### src/rtl/stf_gen_pkg.sv
// stf_gen_pkg: shared types, constants and sample helper for the STF generator
package stf_gen_pkg;
  typedef enum logic [1:0] {IDLE = 2'd0, RUN = 2'd1, FLUSH = 2'd2} state_t;
  localparam int STF_PERIOD = 16;
  localparam int SAMPLE_W = 16;
  function automatic logic [2*SAMPLE_W-1:0] halve(input logic [2*SAMPLE_W-1:0] s);
    logic signed [SAMPLE_W-1:0] i, q;
    i = $signed(s[2*SAMPLE_W-1:SAMPLE_W]) >>> 1;
    q = $signed(s[SAMPLE_W-1:0]) >>> 1;
    return {i, q};
  endfunction
endpackage

### src/rtl/stf_gen.sv
// stf_gen: streams NUM_REP STF periods from an external ROM with optional edge windowing
module stf_gen
  import stf_gen_pkg::*;
#(
  parameter int NUM_REP = 10,
  parameter int WIN_EN = 1
) (
  input  logic        clk,
  input  logic        phy_tx_arest,
  input  logic        start,
  output logic [3:0]  stf_addr,
  input  logic [31:0] stf_dout,
  output logic [31:0] out_data,
  output logic        out_valid,
  input  logic        out_ready,
  output logic        busy,
  output logic        done
);
  localparam logic [7:0] LAST = 8'(NUM_REP * STF_PERIOD + WIN_EN - 1);
  state_t      state;
  logic [7:0]  cnt;
  logic [7:0]  fi;
  logic [31:0] smp;
  // index of the sample fetched this cycle and its windowed value
  always_comb begin
    fi = (state == RUN) ? cnt + 8'd1 : 8'd0;
    smp = (WIN_EN != 0 && (fi == 8'd0 || fi == LAST)) ? halve(stf_dout) : stf_dout;
  end
  assign stf_addr = fi[3:0];
  assign out_valid = state == RUN;
  assign busy = state == RUN;
  assign done = state == FLUSH;
  // burst sequencing and registered ROM fetch
  always_ff @(posedge clk or posedge phy_tx_arest) begin
    if (phy_tx_arest) begin
      state <= IDLE;
      cnt <= 8'd0;
      out_data <= 32'd0;
    end else if (state == IDLE && start) begin
      state <= RUN;
      cnt <= 8'd0;
      out_data <= smp;
    end else if (state == RUN && out_ready && cnt == LAST) begin
      state <= FLUSH;
      out_data <= 32'd0;
    end else if (state == RUN && out_ready) begin
      cnt <= fi;
      out_data <= smp;
    end else if (state == FLUSH) begin
      state <= IDLE;
      cnt <= 8'd0;
    end
  end
endmodule

### config.mk
export PLATFORM = sky130hd
export DESIGN_NAME = stf_gen
export DESIGN_NICKNAME = d
export VERILOG_FILES = /design/src/rtl/stf_gen_pkg.sv /design/src/rtl/stf_gen.sv
export SDC_FILE = /design/constraint.sdc
export NUM_CORES = 1
export LEC_CHECK = 0
export ABC_AREA = 1
export BUFFER_PORTS_ARGS = -buffer_cell sky130_fd_sc_hd__buf_2
export CORE_MARGIN = 2
export CORE_UTILIZATION = 55
export DETAILED_ROUTE_END_ITERATION = 12
export GPL_ROUTABILITY_DRIVEN = 0
export PLACE_DENSITY = 0.88
export SLEW_MARGIN = 20
export SYNTH_ARGS = -nofsm -noshare
export SYNTH_HDL_FRONTEND = slang
export SYNTH_SLANG_ARGS = --single-unit
export TNS_END_PERCENT = 100
### constraint.sdc
create_clock -name clk -period 3.3 [get_ports clk]
set_input_delay 0.495 -clock clk [delete_from_list [all_inputs] [get_ports clk]]
set_output_delay 0.495 -clock clk [all_outputs]
set_load 0.005 [all_outputs]
# After elaboration in Yosys (flattened, before gate mapping)

Cells that the tools add are included.

$add $sub $neg: 1
Div/mod/pow operators: 0
Mux-type cells: 13
Bitwise logic cells: 0
Equality and inequality tests: 6
Reductions and logical operators: 11
Shift-type cells: 0
Magnitude comparators: 0
$mul: 0

Operators with widths:

| operator                                       | number |
|---|---|
| 2-to-1 mux 32 bit                              | 3 |
| 2-to-1 mux 8 bit                               | 5 |
| 2-to-1 mux 31 bit                              | 1 |
| == test 8 bit (second input constant)          | 2 |
| nonzero test 3 bit                             | 3 |
| adder 8 x 1 -> 8 bit (second input constant)   | 1 |
| logical NOT 8 bit                              | 1 |
| 2-to-1 mux 2 bit                               | 4 |
| AND reduction 2 bit                            | 2 |
| logical AND 1 bit                              | 3 |
| != test 3 x 2 -> 1 bit (second input constant) | 1 |
| == test 2 x 1 -> 1 bit (second input constant) | 1 |
| == test 2 bit (second input constant)          | 1 |
| logical NOT 2 bit                              | 1 |
| != test 2 bit (second input constant)          | 1 |
| logical OR 1 bit                               | 1 |

Bits in latches: 0
Input bits: 36
Memories: 0
Output and inout bits: 39
Memory bits (writable): 0
Bits in read-only memories: 0
Logic and storage cells: 34
Flip-flop bits (word level): 42

# Logic depth before layout (Yosys ltp)

Gate-level depths: netlist (run 1).

Word-level depth: 8
Mapped depth: 13

# Worst setup path before layout (run 1)

Ideal clock, no wire load.

Path type: register -> register
Start point: register cnt[0]
End point: register out_data[0]
Period minus slack after synthesis: 1.746 ns
Data arrival time: 1.629 ns
Path slack: 1.554 ns
Stages on the path, launching flop included: 12
Setup time: 0.117 ns
Cell sequence: dfrtp_1 > inv_2 > ha_1 > o21ai_0 > nand2_1 > nor2_1 > nand2_1 > nor2_4 > buf_2 > nand3_1 > nand3_1 > nand2_1

Cells in the longest elaborated chain, start to end: 8
Elaborated cells between the ends (all ways): 12
Classes of those cells: add/sub (1); eq/ne (2); mux (5); reduce/logical (4)

RTL lines:

| what                                               | line          | RTL |
|---|---|---|
| from (decl)                                        | stf_gen.sv:21 | `logic [7:0] cnt;` |
| from (signal assigned)                             | stf_gen.sv:47 | `cnt <= fi;` |
| adder 8 x 1 -> 8 bit                               | stf_gen.sv:26 | `fi = (state == RUN) ? cnt + 8'd1 : 8'd0;` |
| 2-to-1 mux 8 bit                                   | stf_gen.sv:26 |  |
| == test 8 bit or logical NOT 8 bit (tied branches) | stf_gen.sv:27 | `smp = (WIN_EN != 0 && (fi == 8'd0 \|\| fi == LAST)) ? halve(stf_dout) : stf_dout;` |
| logical OR 1 bit                                   | stf_gen.sv:27 |  |
| 2-to-1 mux 31 bit                                  | stf_gen.sv:27 |  |
| 2-to-1 mux 32 bit                                  | stf_gen.sv:46 | `end else if (state == RUN && out_ready) begin` |
| 2-to-1 mux 32 bit                                  | stf_gen.sv:43 | `end else if (state == RUN && out_ready && cnt == LAST) begin` |
| 2-to-1 mux 32 bit                                  | stf_gen.sv:39 | `end else if (state == IDLE && start) begin` |
| to (signal assigned)                               | stf_gen.sv:42 | `out_data <= smp;` |
| to (signal assigned)                               | stf_gen.sv:48 | `out_data <= smp;` |
| to (decl)                                          | stf_gen.sv:13 | `output logic [31:0] out_data,` |

Parallel ways exist; a longest one is shown, timed or not. The select of a mux whose other input is x is not followed.
A chain may end at the register's enable or synchronous reset.

# Worst setup path after layout (run 1)

Start point: register cnt[0]
End point: register out_data[21]

Same word-level chain as after synthesis.

==> flow_summary.json, run 1 <==
{
  "finalNetCount": 448,
  "first_global_vias": 2166,
  "rsz0062_at_grt": "no",
  "port_buffers": 74,
  "holdWs_ns": 0.318,
  "seq_area_sq_um": 1050,
  "cts-resized-gates": 0,
  "vias_per_cell": 5.11,
  "drc": 0,
  "drive_gt1_frac": 0.234,
  "setup_violations": 0,
  "slew_viol_final": 0,
  "overflow": 0,
  "drt_first_pass_iters": 4,
  "num_vias": 2364,
  "core_sq_um": 4290,
  "die_w_um": 70.3,
  "start_util": 0.563,
  "antenna_found_initial": 0,
  "finalClockSkew_ns": 0.00699,
  "worst_pin_slew_ns": 0.967,
  "cts.sinks": 42,
  "pin_count": 75,
  "hp-class": "in2async",
  "r2r_start": "cnt[0]$_DFFE_PP0P_",
  "synth_area_leaders": "dfrtp_1 43%, nand2_1 18%, nand3_1 14%, inv_1 8.1%, o21ai_0 3.1%",
  "mostFrequentLayoutCells": "116 x nand2_1, 74 x buf_2, 70 x nand3_1",
  "synth_cells": 343,
  "hpwl_um": 3930,
  "multi_input_area_sq_um": 1060,
  "synth-seq-cells": 42,
  "yosys_warnings": 0,
  "synth_area_leader_cell": "dfrtp_1",
  "synth_top_area_frac": 0.435,
  "post-route-min-period_ns": 2.40,
  "critical-path-top-delay-family": "simple AND/OR/NAND/NOR gates",
  "grt_use_met2": 0.384,
  "drtAntennaViolNets": 0,
  "n_antenna_cell": 0,
  "fmax_mhz": 417,
  "synth_area_sq_um": 2420,
  "utilization": 0.665,
  "ir_worst_vdd_uv": 440,
  "cp_slowest_cell": "dfrtp_1",
  "ys_seq_area_frac": 0.435,
  "die_height_um": 70.3,
  "cts_buffer_depth": 2,
  "reg2reg_slack_ns": 0.90,
  "drt_wl_total_um": 5700,
  "p_leak_nw": 1.68,
  "p_per_area_nw_per_um2": 725,
  "synth.avg_cell_area_sq_um": 7.05,
  "dieArea_sq_um": 4940,
  "fin_setup_tns_ns": 0,
  "ys_types": 22,
  "rows": 24,
  "cts_tree": "yes",
  "finalHoldViolCount": 0,
  "drt_iter0_drc": 208,
  "post-cts-setup-buffers": 0,
  "grt_first_pass_wirelength_um": 9520,
  "clkTransAtPathRegs_ns": 0.09,
  "endpoint_kind": "flop",
  "crit_top_cell": "nand2_1",
  "grt_util_all_layers": 0.236,
  "rr_endpoint": "out_data[21]$_DFFE_PP0P_",
  "htreeDepth": 2,
  "wire_per_inst_um": 12.3,
  "grt_max_degree": 43,
  "worst-path-buf-inv": 1,
  "slowest_delay_ns": 0.44,
  "cts_buffers": 5,
  "worstPathArrival_ns": 2.62,
  "insertion_delay_ns": 0.29,
  "clock-root-buffer": "clkbuf_8",
  "hold_buffers": 0,
  "cp-start-kind": "flop",
  "syn_to_final_growth_pct": 18.1,
  "top_usage_layer": "met2",
  "fin_crit_sh": 0.726,
  "met1_usage": 0.321,
  "max-slew-margin-rel": 0.354,
  "finalPower_mw": 2.07,
  "layout_commonest_cell": "nand2_1",
  "worstPathRequired_ns": 3.53,
  "reg2reg_depth": 11,
  "synth_fp_nets": 381,
  "run_status": "finished clean",
  "maxCapViolCount": 0,
  "cp_max_fo": 30,
  "path_cells": "inv_2 -> ha_1 -> o21ai_0 -> nand2_1 -> nor2_1 -> nand2_1 -> nor2_4 -> nand2_2 -> nand2_1 -> nand3_1 -> nand2_1",
  "fillers": 379,
  "path_class": "reg2reg",
  "grtUsageMet3": 0.0390
}
worst max path at each step:
stage / start / end / slack, ns / cells after the start
final: cnt[0]$_DFFE_PP0P_ / out_data[21]$_DFFE_PP0P_ / 0.90 / 11
after global routing: cnt[0]$_DFFE_PP0P_ / out_data[21]$_DFFE_PP0P_ / 0.60 / 11
after CTS: cnt[0]$_DFFE_PP0P_ / out_data[24]$_DFFE_PP0P_ / 0.92 / 11
after detailed placement: cnt[0]$_DFFE_PP0P_ / out_data[6]$_DFFE_PP0P_ / 0.95 / 11
after global placement: cnt[0]$_DFFE_PP0P_ / out_data[11]$_DFFE_PP0P_ / 1.03 / 11
after floorplan: cnt[0]$_DFFE_PP0P_ / out_data[0]$_DFFE_PP0P_ / 1.55 / 11
per-layer routing:
layer / up-vias / wire [um]
met2: 83 / 2690
li1: 1191 / -
met5: - / 0
met4: 0 / 48
met3: 4 / 317
met1: 1086 / 2640
final cells by class:
cell class                      instances  area share
Clock buffer                            7      0.0302
Clock inverter                          1     0.00175
Inverter                               55      0.0723
Multi-Input combinational cell        230       0.370
Sequential cell                        42       0.368
Tap cell                               52      0.0228
Timing Repair Buffer                   76       0.135
cells in the mapped netlist:
master,n
a21oi_1,2
buf_2,6
buf_4,4
buf_6,3
clkbuf_1,3
dfrtp_1,42
ha_1,2
inv_1,52
inv_2,3
nand2_1,116
nand2_2,4
nand3_1,70
nand4_1,1
nor2_1,10
nor2_2,2
nor2_4,3
nor2_8,1
nor3_1,1
nor4_1,1
o21ai_0,15
o21ai_1,1
xor2_1,1
flip-flops by register name (all words and copies together) (netlist names):
name	cells
out_data	32
state	2
cnt	8
kinds of logic after synthesis:
| kind of cell | share of synthesized area |
|---|---|
| AO/OA/AOI/OAI | 0.0372 |
| AND/OR/NAND/NOR | 0.385 |
| XOR/XNOR | 0.00362 |
| flip-flops | 0.435 |
| adder cells (fa/ha/maj) | 0.0103 |
| buffers and inverters | 0.129 |
report_power, final:
group / total (mW) / internal [mW] / switching (mW)
logic: 0.891 / 0.354 / 0.537
clock network: 0.347 / 0.169 / 0.178
registers: 0.832 / 0.709 / 0.123
total: 2.07 / 1.23 / 0.838
tightest hold or removal path: stages:
cell and delay, ns:
buf_2 0.10, clkinv_1 0.03, buf_4 0.45
through the flow:
| step | instances | cell area [sq um] | setup slack (ns) |
|---|---|---|---|
| after detailed placement | 455 | 2760 | 0.946 |
| after global routing | 463 | 2860 | 0.603 |
| after floorplan | 343 | 2420 | 1.55 |
| after global placement | 455 | 2760 | 1.03 |
| after CTS | 463 | 2860 | 0.921 |
| final | 463 | 2860 | 0.904 |
(Power assumes the default switching activity.)
==> run 2, diff against run 1 <==
- CORE_UTILIZATION: 55 -> 46
- PLACE_DENSITY: 0.88 -> 0.79
- clock period: 3.3 -> 2 ns (I/O delays scaled with it)
==> run 2 against run 1 <==
Effect of this change: first-iteration DRC count is 32% lower; die area grew 18%; global-route usage down 3.6 points; fmax increased by 24%; largest power group unchanged; final cell count is 6.5% higher; highest routed layer unchanged; via count increased by 2.5%; sequential share of layout area fell by 3.6 points; hold slack worse by 0.067 ns; largest cell class unchanged.
==> flow_summary.json, run 2 (same netlist as run 1, synthesis figures left out) <==
{
  "run_status": "finished clean",
  "rr_endpoint": "out_data[30]$_DFFE_PP0P_",
  "finalNetCount": 461,
  "cts_tree": "yes",
  "overflow": 0,
  "critical-path-top-delay-family": "simple AND/OR/NAND/NOR gates",
  "mostFrequentLayoutCells": "110 x nand2_1, 74 x buf_2, 67 x nand3_1",
  "grt_util_all_layers": 0.200,
  "seq_area_sq_um": 1050,
  "max-slew-margin-rel": 0.779,
  "vias_per_cell": 4.91,
  "drc": 0,
  "hpwl_um": 4080,
  "fin_crit_sh": 0.967,
  "holdWs_ns": 0.250,
  "drive_gt1_frac": 0.298,
  "dpl_cell_area_sq_um": 2890,
  "top_regs": "out_data: 32 flops, cnt: 8 flops, state: 2 flops",
  "largest_register": "out_data",
  "hp-class": "in2reg",
  "whs_path_depth": 3,
  "drt_first_pass_iters": 4,
  "layoutNonFillerInstCount": 493,
  "min_to": "cnt[4]$_DFFE_PP0P_",
  "post-route-min-period_ns": 1.93,
  "start_util": 0.477,
  "cp-start-kind": "flop",
  "setup_violations": 0,
  "fillers": 483,
  "n_antenna_cell": 0,
  "reg2reg_depth": 12,
  "slowest_delay_ns": 0.47,
  "insertion_delay_ns": 0.30,
  "slew_viol_final": 0,
  "utilization": 0.626,
  "largest_register_ffs": 32,
  "grt_max_degree": 33,
  "fin_setup_tns_ns": 0,
  "cp_max_fo": 8,
  "worst_pin_slew_ns": 0.329,
  "finalHoldViolCount": 0,
  "drt_wl_total_um": 5970,
  "pre_cts_ws_ns": 0.0532,
  "p_leak_nw": 1.81,
  "htreeDepth": 2,
  "worstPathRequired_ns": 2.24,
  "layout_commonest_cell": "nand2_1",
  "cts.sinks": 42,
  "cts_buffers": 5,
  "port_buffers": 74,
  "finalClockSkew_ns": 0.00484,
  "p_per_area_nw_per_um2": 1260,
  "first_global_vias": 2166,
  "r2r_start": "cnt[0]$_DFFE_PP0P_",
  "reg2reg_slack_ns": 0.07,
  "ir_worst_vdd_uv": 632,
  "clkTransAtPathRegs_ns": 0.08,
  "dp.cells": 482,
  "die_height_um": 76.5,
  "wire_per_inst_um": 12.1,
  "cp_slowest_cell": "dfrtp_2",
  "num_vias": 2423,
  "finalPower_mw": 4.00,
  "crit_top_cell": "nand2_1",
  "setup_ws_ns": 0.0654,
  "endpoint_kind": "flop",
  "final_area_sq_um": 3180,
  "hp-start": "out_ready",
  "pin_count": 75,
  "cts_buffer_depth": 2,
  "rows": 26,
  "antenna_found_initial": 0,
  "core_sq_um": 5070,
  "path_class": "reg2reg",
  "worstPathArrival_ns": 2.17,
  "path_cells": "inv_4 -> ha_4 -> o21ai_2 -> nand2_1 -> nor2_1 -> nand2_1 -> nor2_4 -> nand2_4 -> clkbuf_16 -> nand2_1 -> nand3_1 -> nand2_1",
  "die_w_um": 76.5,
  "syn_to_final_growth_pct": 31.4,
  "dieArea_sq_um": 5850,
  "multi_input_area_sq_um": 1140,
  "maxCapViolCount": 0,
  "clock-root-buffer": "clkbuf_8",
  "grt_first_pass_wirelength_um": 9630,
  "drtAntennaViolNets": 0,
  "fmax_mhz": 517,
  "worst-path-buf-inv": 2,
  "drt_iter0_drc": 141
}
==> run 2: cell count changes in the layout (fill, tap and decap cells not counted), sizes merged <==
cell / previous run / this run
dlygate4sd3: 0 / 1
clkinv: 2 / 1
clkbuf: 7 / 8
buf: 76 / 86
bufinv: 0 / 1
==> run 2: layout make-up <==
cell class | instances | share of cell area
Clock buffer | 6 | 0.0260
Clock inverter | 1 | 0.00945
Inverter | 55 | 0.0657
Multi-Input combinational cell | 230 | 0.357
Sequential cell | 42 | 0.332
Tap cell | 70 | 0.0276
Timing Repair Buffer | 89 | 0.182
==> run 2: power by group <==
part / internal [mW] / switching (mW) / total (mW)
Sequential: 1.17 / 0.209 / 1.38
Combinational: 0.915 / 1.01 / 1.92
Clock: 0.400 / 0.292 / 0.691
Total: 2.49 / 1.51 / 4.00
==> run 2: repair_timing <==
item / in CTS / in global routing
setup buffers: 0 / 1
endpoints found under the hold margin: 6 / 0
hold buffers: 1 / 0
endpoints found under the setup margin: 0 / 30
gates resized for setup: 0 / 30
==> run 2: metal layers <==
| layer | routed length, um | GRT usage | vias to the layer above |
|---|---|---|---|
| li1 | - | - | 1222 |
| met1 | 2580 | 0.250 | 1115 |
| met2 | 2960 | 0.343 | 78 |
| met3 | 353 | 0.0474 | 8 |
| met4 | 70 | 0.0618 | 0 |
| met5 | 0 | 0 | - |
==> run 2: worst register-to-register path, cell delays in order, from the launching register on <==
cell	delay [ns]
dfrtp_2	0.47
inv_4	0.11
ha_4	0.21
o21ai_2	0.10
nand2_1	0.06
nor2_1	0.11
nand2_1	0.11
nor2_4	0.23
nand2_4	0.13
clkbuf_16	0.18
nand2_1	0.06
nand3_1	0.06
nand2_1	0.06
==> run 2: how the worst max path moves through the flow <==
stage                            start                       end  slack [ns]  cells past startpoint
global placement    cnt[0]$_DFFE_PP0P_  out_data[12]$_DFFE_PP0P_        0.11                     12
CTS                 cnt[0]$_DFFE_PP0P_  out_data[29]$_DFFE_PP0P_        0.03                     12
detailed placement  cnt[0]$_DFFE_PP0P_  out_data[29]$_DFFE_PP0P_        0.05                     12
global route        cnt[0]$_DFFE_PP0P_  out_data[28]$_DFFE_PP0P_       -0.07                     13
floorplan           cnt[0]$_DFFE_PP0P_   out_data[0]$_DFFE_PP0P_        0.25                     11
finish              cnt[0]$_DFFE_PP0P_  out_data[30]$_DFFE_PP0P_        0.07                     12
